### config.mk
export PLATFORM = sky130hd
export DESIGN_NAME = branch_resolve_unit
export DESIGN_NICKNAME = d
export VERILOG_FILES = /design/src/rtl/bru_pkg.sv /design/src/rtl/bru_fifo.sv /design/src/rtl/branch_resolve_unit.sv
export SDC_FILE = /design/constraint.sdc
export NUM_CORES = 1
export LEC_CHECK = 0
export CORE_MARGIN = 2
export CORE_UTILIZATION = 50
export CTS_BUF_LIST = sky130_fd_sc_hd__clkbuf_8
export DETAILED_ROUTE_END_ITERATION = 8
export PLACE_DENSITY = 0.67
export SLEW_MARGIN = 20
export SYNTH_ARGS = -nofsm -noshare
export SYNTH_HDL_FRONTEND = slang
export SYNTH_SLANG_ARGS = --single-unit
### constraint.sdc
create_clock -name clk -period 12.7 [get_ports clk]
set_input_delay 2.54 -clock clk [delete_from_list [all_inputs] [get_ports clk]]
set_output_delay 2.54 -clock clk [all_outputs]
set_load 0.05 [all_outputs]
### src/rtl/bru_pkg.sv
// Shared types for the branch resolve unit: FSM state, tracked-branch entry
// and the BHT index width derived from the BHT left/right range macro.
`ifndef BHT_LR_WIDTH
`define BHT_LR_WIDTH 7:0
`endif

package bru_pkg;

  localparam int BHT_IDX_W = $bits(logic [`BHT_LR_WIDTH]);

  typedef enum logic {
    RUN,
    RECOVER
  } bru_state_e;

  typedef struct packed {
    logic [BHT_IDX_W-1:0] bht_id;
    logic                 pred_taken;
    logic [31:0]          alt_pc;
  } bru_entry_t;

endpackage

### src/rtl/bru_fifo.sv
// Branch-tracking FIFO: storage, wrapping head/tail pointers and an
// independent occupancy counter, with a synchronous clear for mispredicts.
module bru_fifo
  import bru_pkg::*;
#(
  parameter int DEPTH = 16
) (
  input  logic                     clk,
  input  logic                     rst,
  input  logic                     push,
  input  logic                     pop,
  input  logic                     clear,
  input  bru_entry_t               wr_entry,
  output bru_entry_t               rd_entry,
  output logic [$clog2(DEPTH):0]   count,
  output logic                     full,
  output logic                     empty
);

  localparam int PTR_W = $clog2(DEPTH);
  localparam int CNT_W = PTR_W + 1;

  bru_entry_t       mem [DEPTH];
  logic [PTR_W-1:0] head;
  logic [PTR_W-1:0] tail;

  always_ff @(posedge clk) begin
    if (push && !clear) begin
      mem[tail] <= wr_entry;
    end
  end

  // Caller guarantees push only when not full and pop only when not empty.
  always_ff @(posedge clk or posedge rst) begin
    if (rst) begin
      head  <= '0;
      tail  <= '0;
      count <= '0;
    end else if (clear) begin
      head  <= '0;
      tail  <= '0;
      count <= '0;
    end else begin
      if (push) tail <= tail + 1'b1;
      if (pop)  head <= head + 1'b1;
      case ({push, pop})
        2'b10:   count <= count + 1'b1;
        2'b01:   count <= count - 1'b1;
        default: count <= count;
      endcase
    end
  end

  assign rd_entry = mem[head];
  assign full     = (count == CNT_W'(DEPTH));
  assign empty    = (count == '0);

endmodule

### src/rtl/branch_resolve_unit.sv
// Resolves predicted conditional branches at ROB commit, drives BHT update
// pulses and issues a fetch redirect on a mispredict.
module branch_resolve_unit
  import bru_pkg::*;
#(
  parameter int DEPTH = 16,
  parameter int IDX_W = BHT_IDX_W
) (
  input  logic                     clk,
  input  logic                     rst,
  input  logic                     rdy,
  input  logic                     iq_push,
  input  logic [IDX_W-1:0]         iq_bht_id,
  input  logic                     iq_pred_taken,
  input  logic [31:0]              iq_alt_pc,
  output logic                     br_full,
  input  logic                     rob_commit,
  input  logic                     rob_taken,
  output logic                     ROB_to_BHT_needchange,
  output logic                     ROB_to_BHT_needchange2,
  output logic [IDX_W-1:0]         bht_id2,
  output logic                     redirect_valid,
  output logic [31:0]              redirect_pc,
  output logic [$clog2(DEPTH):0]   br_count,
  output logic                     err_underflow
);

  localparam int CNT_W = $clog2(DEPTH) + 1;

  bru_state_e        state;
  bru_state_e        state_nxt;
  bru_entry_t        head_entry;
  bru_entry_t        push_entry;
  logic [CNT_W-1:0]  count;
  logic              fifo_full;
  logic              fifo_empty;
  logic              commit_ok;
  logic              mispredict;
  logic              correct;
  logic              underflow;
  logic              push_acc;
  logic              pop_en;
  logic              clear;
  logic              needchange_nxt;
  logic              needchange2_nxt;
  logic              redirect_nxt;
  logic              br_full_nxt;

  assign commit_ok  = rdy && rob_commit && !fifo_empty;
  assign mispredict = commit_ok && (rob_taken != head_entry.pred_taken);
  assign correct    = commit_ok && !mispredict;
  assign underflow  = rdy && rob_commit && fifo_empty;
  // A push alongside a mispredict is wrong-path, so the clear wins.
  assign push_acc   = rdy && iq_push && (state == RUN) && !fifo_full && !mispredict;
  assign pop_en     = correct;
  assign clear      = mispredict;

  assign push_entry.bht_id     = iq_bht_id;
  assign push_entry.pred_taken = iq_pred_taken;
  assign push_entry.alt_pc     = iq_alt_pc;

  bru_fifo #(
    .DEPTH (DEPTH)
  ) u_fifo (
    .clk      (clk),
    .rst      (rst),
    .push     (push_acc),
    .pop      (pop_en),
    .clear    (clear),
    .wr_entry (push_entry),
    .rd_entry (head_entry),
    .count    (count),
    .full     (fifo_full),
    .empty    (fifo_empty)
  );

  always_ff @(posedge clk or posedge rst) begin
    if (rst) begin
      state <= RUN;
    end else begin
      state <= state_nxt;
    end
  end

  always_comb begin
    state_nxt = state;
    case (state)
      RUN:     if (mispredict) state_nxt = RECOVER;
      RECOVER: if (rdy)        state_nxt = RUN;
      default: state_nxt = RUN;
    endcase
  end

  // br_full must reflect the post-edge occupancy, so it is predicted here.
  always_comb begin
    needchange_nxt  = mispredict;
    needchange2_nxt = correct;
    redirect_nxt    = mispredict;
    br_full_nxt     = (state_nxt == RECOVER) ||
                      (!clear && fifo_full && !pop_en) ||
                      (!clear && (count == CNT_W'(DEPTH - 1)) && push_acc && !pop_en);
  end

  always_ff @(posedge clk or posedge rst) begin
    if (rst) begin
      ROB_to_BHT_needchange  <= 1'b0;
      ROB_to_BHT_needchange2 <= 1'b0;
      redirect_valid         <= 1'b0;
      bht_id2                <= '0;
      redirect_pc            <= '0;
      br_full                <= 1'b0;
      err_underflow          <= 1'b0;
    end else begin
      ROB_to_BHT_needchange  <= needchange_nxt;
      ROB_to_BHT_needchange2 <= needchange2_nxt;
      redirect_valid         <= redirect_nxt;
      if (commit_ok)  bht_id2     <= head_entry.bht_id;
      if (mispredict) redirect_pc <= head_entry.alt_pc;
      if (rdy)        br_full     <= br_full_nxt;
      if (underflow)  err_underflow <= 1'b1;
    end
  end

  assign br_count = count;

endmodule

Word level (Yosys, flattened, before mapping) --
Memory sizes are Yosys's and may differ from the RTL's. Cells that the tools add are included. W data, S select, Z words.
Word-level totals: register bits after elaboration 58, input bits 47, word-level logic and storage cells 57, bits in latches 0, output and inout port bits 50, ROM bits 0, memory bits (writable) 656, memories 1
Cells by class: reductions and logical operators 25, order comparisons 0, muxes and demuxes 11, multipliers 0, bitwise logic cells 1, shift-type cells 0, div/mod/pow operators 0, add/sub/neg operators 4, eq/ne operators 5
Memory list:
- u_fifo.mem | words 16, bits a word 41, rd ports 1, clocked after memory_dff 0, wr ports 1, RTL line bru_fifo.sv:23 | bru_entry_t mem [DEPTH];
Operators by type and width (number):
- $mux W4 | 4
- $logic_and A1 B1 Y1 | 15
- $pmux W5 S2 | 1
- $add A4 B1 Y4 const B | 2
- $add A5 B1 Y5 const B | 1
- $eq A5 B4 Y1 const B | 1
- $eq A5 B5 Y1 const B | 1
- $logic_not A5 Y1 | 1
- $mux W5 | 1
- $sub A5 B1 Y5 const B | 1
- $logic_not A1 Y1 | 4
- $mux W1 | 4
- $reduce_bool A2 Y1 | 2
- $reduce_bool A3 Y1 | 1
- $eq A2 B1 Y1 const B | 1
- $eq A2 B2 Y1 const B | 1
- $logic_or A1 B1 Y1 | 2
- $pmux W1 S2 | 1
- $ne A1 B1 Y1 | 1
- $not A1 Y1 | 1

Logic depth before layout (Yosys ltp) --
depth in word-level cells 10, gate-level depth with buffers 12, depth with buffers taken out 11

By module --
A second synthesis with hierarchy kept.
Second synthesis, totals: cells, all modules 1219, area total of the unflattened synthesis 27173.6 µm²
Modules (own cells, without submodules):
- bru_fifo | sequential area each 20024.2 µm², cells an instance 1112, area an instance 25411.9 µm², instances 1
- branch_resolve_unit | sequential area each 1126.1 µm², cells an instance 107, area an instance 1761.7 µm², instances 1

Worst setup path after synthesis --
No wires, ideal clock.
kind input port to flip-flop, start point in iq_push, end point mem u_fifo.mem[10][0] (netlist name) (enable), buffers on the path 2, arrival time 7.288 ns, setup slack 4.870 ns, library setup time 0.541 ns, stages on the path 5, cell sequence nand3b_1 a21o_1 buf_2 clkbuf_1 nor4_1
Between the ends: longest elaborated chain between the ends 7
RTL lines:
- start, declared | RTL line branch_resolve_unit.sv:12 | input logic iq_push,
- $logic_and A1 B1 Y1 (4 in series) | RTL line branch_resolve_unit.sv:54 | assign push_acc = rdy && iq_push && (state == RUN) && !fifo_full && !mispredict;
- $logic_and A1 B1 Y1 | RTL line bru_fifo.sv:28 | if (push && !clear) begin
- $mux W1 | RTL line bru_fifo.sv:28
- $mux W1 (not written as such) | RTL line bru_fifo.sv:29 | mem[tail] <= wr_entry;
- end, declared | RTL line bru_fifo.sv:23
No other way between the ends.

Worst setup path in the final report --
start point in rdy, end point mem u_fifo.mem[1][23] (netlist name) (enable)
Between the ends: longest elaborated chain between the ends 8, elaborated cells on any way between the ends 11, those cells by class 2 x mux; 9 x reduce/logical
RTL lines:
- start, declared | RTL line branch_resolve_unit.sv:11 | input logic rdy,
- $logic_and A1 B1 Y1 (2 in series) | RTL line branch_resolve_unit.sv:49 | assign commit_ok = rdy && rob_commit && !fifo_empty;
- $logic_and A1 B1 Y1 | RTL line branch_resolve_unit.sv:50 | assign mispredict = commit_ok && (rob_taken != head_entry.pred_taken);
- $logic_not A1 Y1 | RTL line bru_fifo.sv:28, branch_resolve_unit.sv:54
- $logic_and A1 B1 Y1 | RTL line branch_resolve_unit.sv:54
- $logic_and A1 B1 Y1 (*) | RTL line bru_fifo.sv:28
- $mux W1 (*) | RTL line bru_fifo.sv:28
- $mux W1 (not written as such) (*) | RTL line bru_fifo.sv:29
Mark *: on every way between the ends. The rest lies on a longest branch, timed or not.

==> results.yml <==
floorplanning:
  core_area_sq_um: 53900
  die_w_microns: 238
  dieArea_sq_um: 56600
  die_h_microns: 238
  rows: 85
  initial_utilization: 0.508
  io_pins: 97
run_status:
  outcome: "completed"
logic_synthesis:
  syn_avg_cell_area_sq_um: 23.7
  synthCells: 1154
  synth_top_cells_by_count: "edfxtp_1 (656), mux4_2 (205), dfrtp_1 (58)"
  ys.flop_type: "edfxtp_1"
  synthesis.area_sq_um: 27400
  synthArstFlopShare: 0.0812
  synth_top_area_share: 0.720
  synth_edf_count: 656
  synth.most_common_cell: "edfxtp_1"
  synth-seq-area-share: 0.773
  syn_nets: 1210
  yosys_warnings: 0
  yosys_register_bits: 714
  synthDistinctLibCells: 44
  synth.area.top_cells: "edfxtp_1 (72%), mux4_2 (17%), dfrtp_1 (5.3%)"
  synth_top_cell_by_area: "edfxtp_1"
clock_network:
  numCtsBuffers: 111
  clockBufferDepth: 3
  clk_latency_ps: 700
  root_buffer: "clkbuf_8"
  cts_setup_buffers: 0
  holdBufCountCts: 0
  clkSinkCount: 714
  cts_tree: "yes"
  postCtsResizedCells: 0
  htree_levels: 3
  path_clk_slew_ps: 60
pwr:
  p_sw_w: 0.00193
  power.total_w: 0.00640
  p_leak_nw: 10.1
  power_frac_seq: 0.449
  sw_frac_of_total: 0.302
  p_per_area_nw_per_um2: 204
  internal-power_w: 0.00447
  p_clk_frac: 0.274
  p_comb_frac: 0.276
  worst_ir_drop_vdd_mv: 0.116
global_routing:
  busiest_layer: "met2"
  grt.met3_usage: 0.0352
  grt_start_max_net_pins: 102
  grt_overflow: 0
  met2_usage: 0.309
  grt_pass1_vias: 13100
  grtUsageMet1: 0.279
  grt_pass1_wl_microns: 80900
  track_usage: 0.195
  antenna_found_initial: 1
route:
  drt-initial-drc-count: 1082
  drt-pass1-iter-count: 5
  wl_per_cell_microns: 25.1
  num_vias: 12300
  ant_nets: 0
  drc: 0
  totalWireLength_microns: 53400
  via_per_inst: 5.79
final_layout:
  seqCellArea_sq_um: 21200
  multi_input_area_sq_um: 6000
  drive_gt1_frac: 0.292
  syn_to_final_growth_pct: 14.5
  nNetsFinal: 1388
  fillers: 3849
timing:
  tightest_slew_ps: 1010
  tns_ps: 0
  hold_viol: 0
  rsz0062_at_grt: "no"
  timing.final.max_slew_violations: 0
  fmax_mhz: 190
  fin_crit_ps: 5270
  clock_skew_ps: 31.0
  slew_headroom: 0.324
  period_share: 0.415
  final-setup-viol-count: 0
hold_path:
  hold_depth: 2
  min_path_type: "register to register"
  holdCritStartpoint: "bht_id2[7]"
setup_path:
  cp-end-kind: "register"
  worstRegToRegCells: 8
  arrival_ps: 5590
  path_class: "input pin to register"
  worstReg2RegStart: "u_fifo.head[3]"
  setup.worst_path.start: "rdy"
  startpoint_type: "input pin"
  crit_fanout: 24
  cp.required_ps: 13020
placed_design:
  dp_hpwl_microns: 28100
  gp_congestion: 0.757
  place.port_buffers: 96
flow_run:
  maxCapViolations: 0
## placed cells by master, fill, tap and decap left out, drive strengths merged, types with 9 or more instances in the layout
cell type / count
clkinv: 29
a21oi: 9
inv: 64
clkbuf: 122
mux4: 205
mux2: 32
nor4: 9
edfxtp: 656
clkdlybuf4s50: 96
dfrtp: 58
buf: 28
nand2: 47
## power groups by stage
stage	combinational (W)	clock, W	sequential [W]
6_report	0.00177	0.00175	0.00287
5_1_grt	0.00188	0.00190	0.00290
4_1_cts	0.00180	0.00181	0.00288
3_5_place_dp	0.00180	0	0.00292
3_3_place_gp	0.00179	0	0.00292
2_1_floorplan	0.00108	0	0.00310
## stage by stage
stage | setup WS (ps) | util | area, sq um | hold slack, ps | cells
after floorplan | 4870 | - | 27400 | 519 | 1154
after global placement | 6810 | 0.542 | 29200 | 468 | 1915
after detailed placement | 6760 | 0.542 | 29200 | 472 | 1915
after CTS | 7510 | 0.581 | 31300 | 486 | 2126
after global routing | 7240 | 0.581 | 31300 | 515 | 2127
final | 7430 | 0.581 | 31300 | 473 | 2128
## kinds of logic after synthesis
| kind of cell | synth area share |
|---|---|
| compound gates | 0.00805 |
| simple gates | 0.0153 |
| buf+inv | 0.0113 |
| xor+xnor | 0.00357 |
| flops | 0.773 |
| fa+ha+maj | 0.00439 |
| mux | 0.185 |
## worst paths after layout
kind	end	slack, ps
worst max-delay path	u_fifo.mem[1][23]	7430
worst min-delay path	bht_id2[7]	470
worst max register to register	u_fifo.mem[8][14]	8450
worst min register to register	bht_id2[7]	470
max in group asynchronous	u_fifo.head[1]	9590
min in group asynchronous	redirect_pc[29]	2440
## area by class of cell
class | count | share of cell area
diodes | 2 | 0.000160
clock buffers | 122 | 0.0536
clock inverters | 89 | 0.0129
inverters | 10 | 0.00124
multi-input cells | 371 | 0.191
flip-flops and latches | 714 | 0.675
well taps | 696 | 0.0278
repair buffers | 124 | 0.0378
## flip-flops by register name, summed over array words and instances, names as in the netlist
register                cells
u_fifo.mem                656
redirect_pc                32
bht_id2                     8
u_fifo.count                5
u_fifo.head                 4
u_fifo.tail                 4
ROB_to_BHT_needchange2      1
br_full                     1
err_underflow               1
redirect_valid              1
state                       1
## worst max-delay path, cell delays in order
cell and delay, ps:
clkdlybuf4s50_1 590, nand3b_1 200, a21o_1 550, a2111oi_2 570, and2_2 620, buf_4 510
## layer usage
| layer | vias to the layer above | wire [microns] |
|---|---|---|
| met3 | 73 | 3170 |
| met4 | 0 | 948 |
| met2 | 392 | 26100 |
| met5 | - | 0 |
| met1 | 6603 | 23200 |
| li1 | 5261 | - |
No activity file was read; power rests on OpenSTA's default activity.
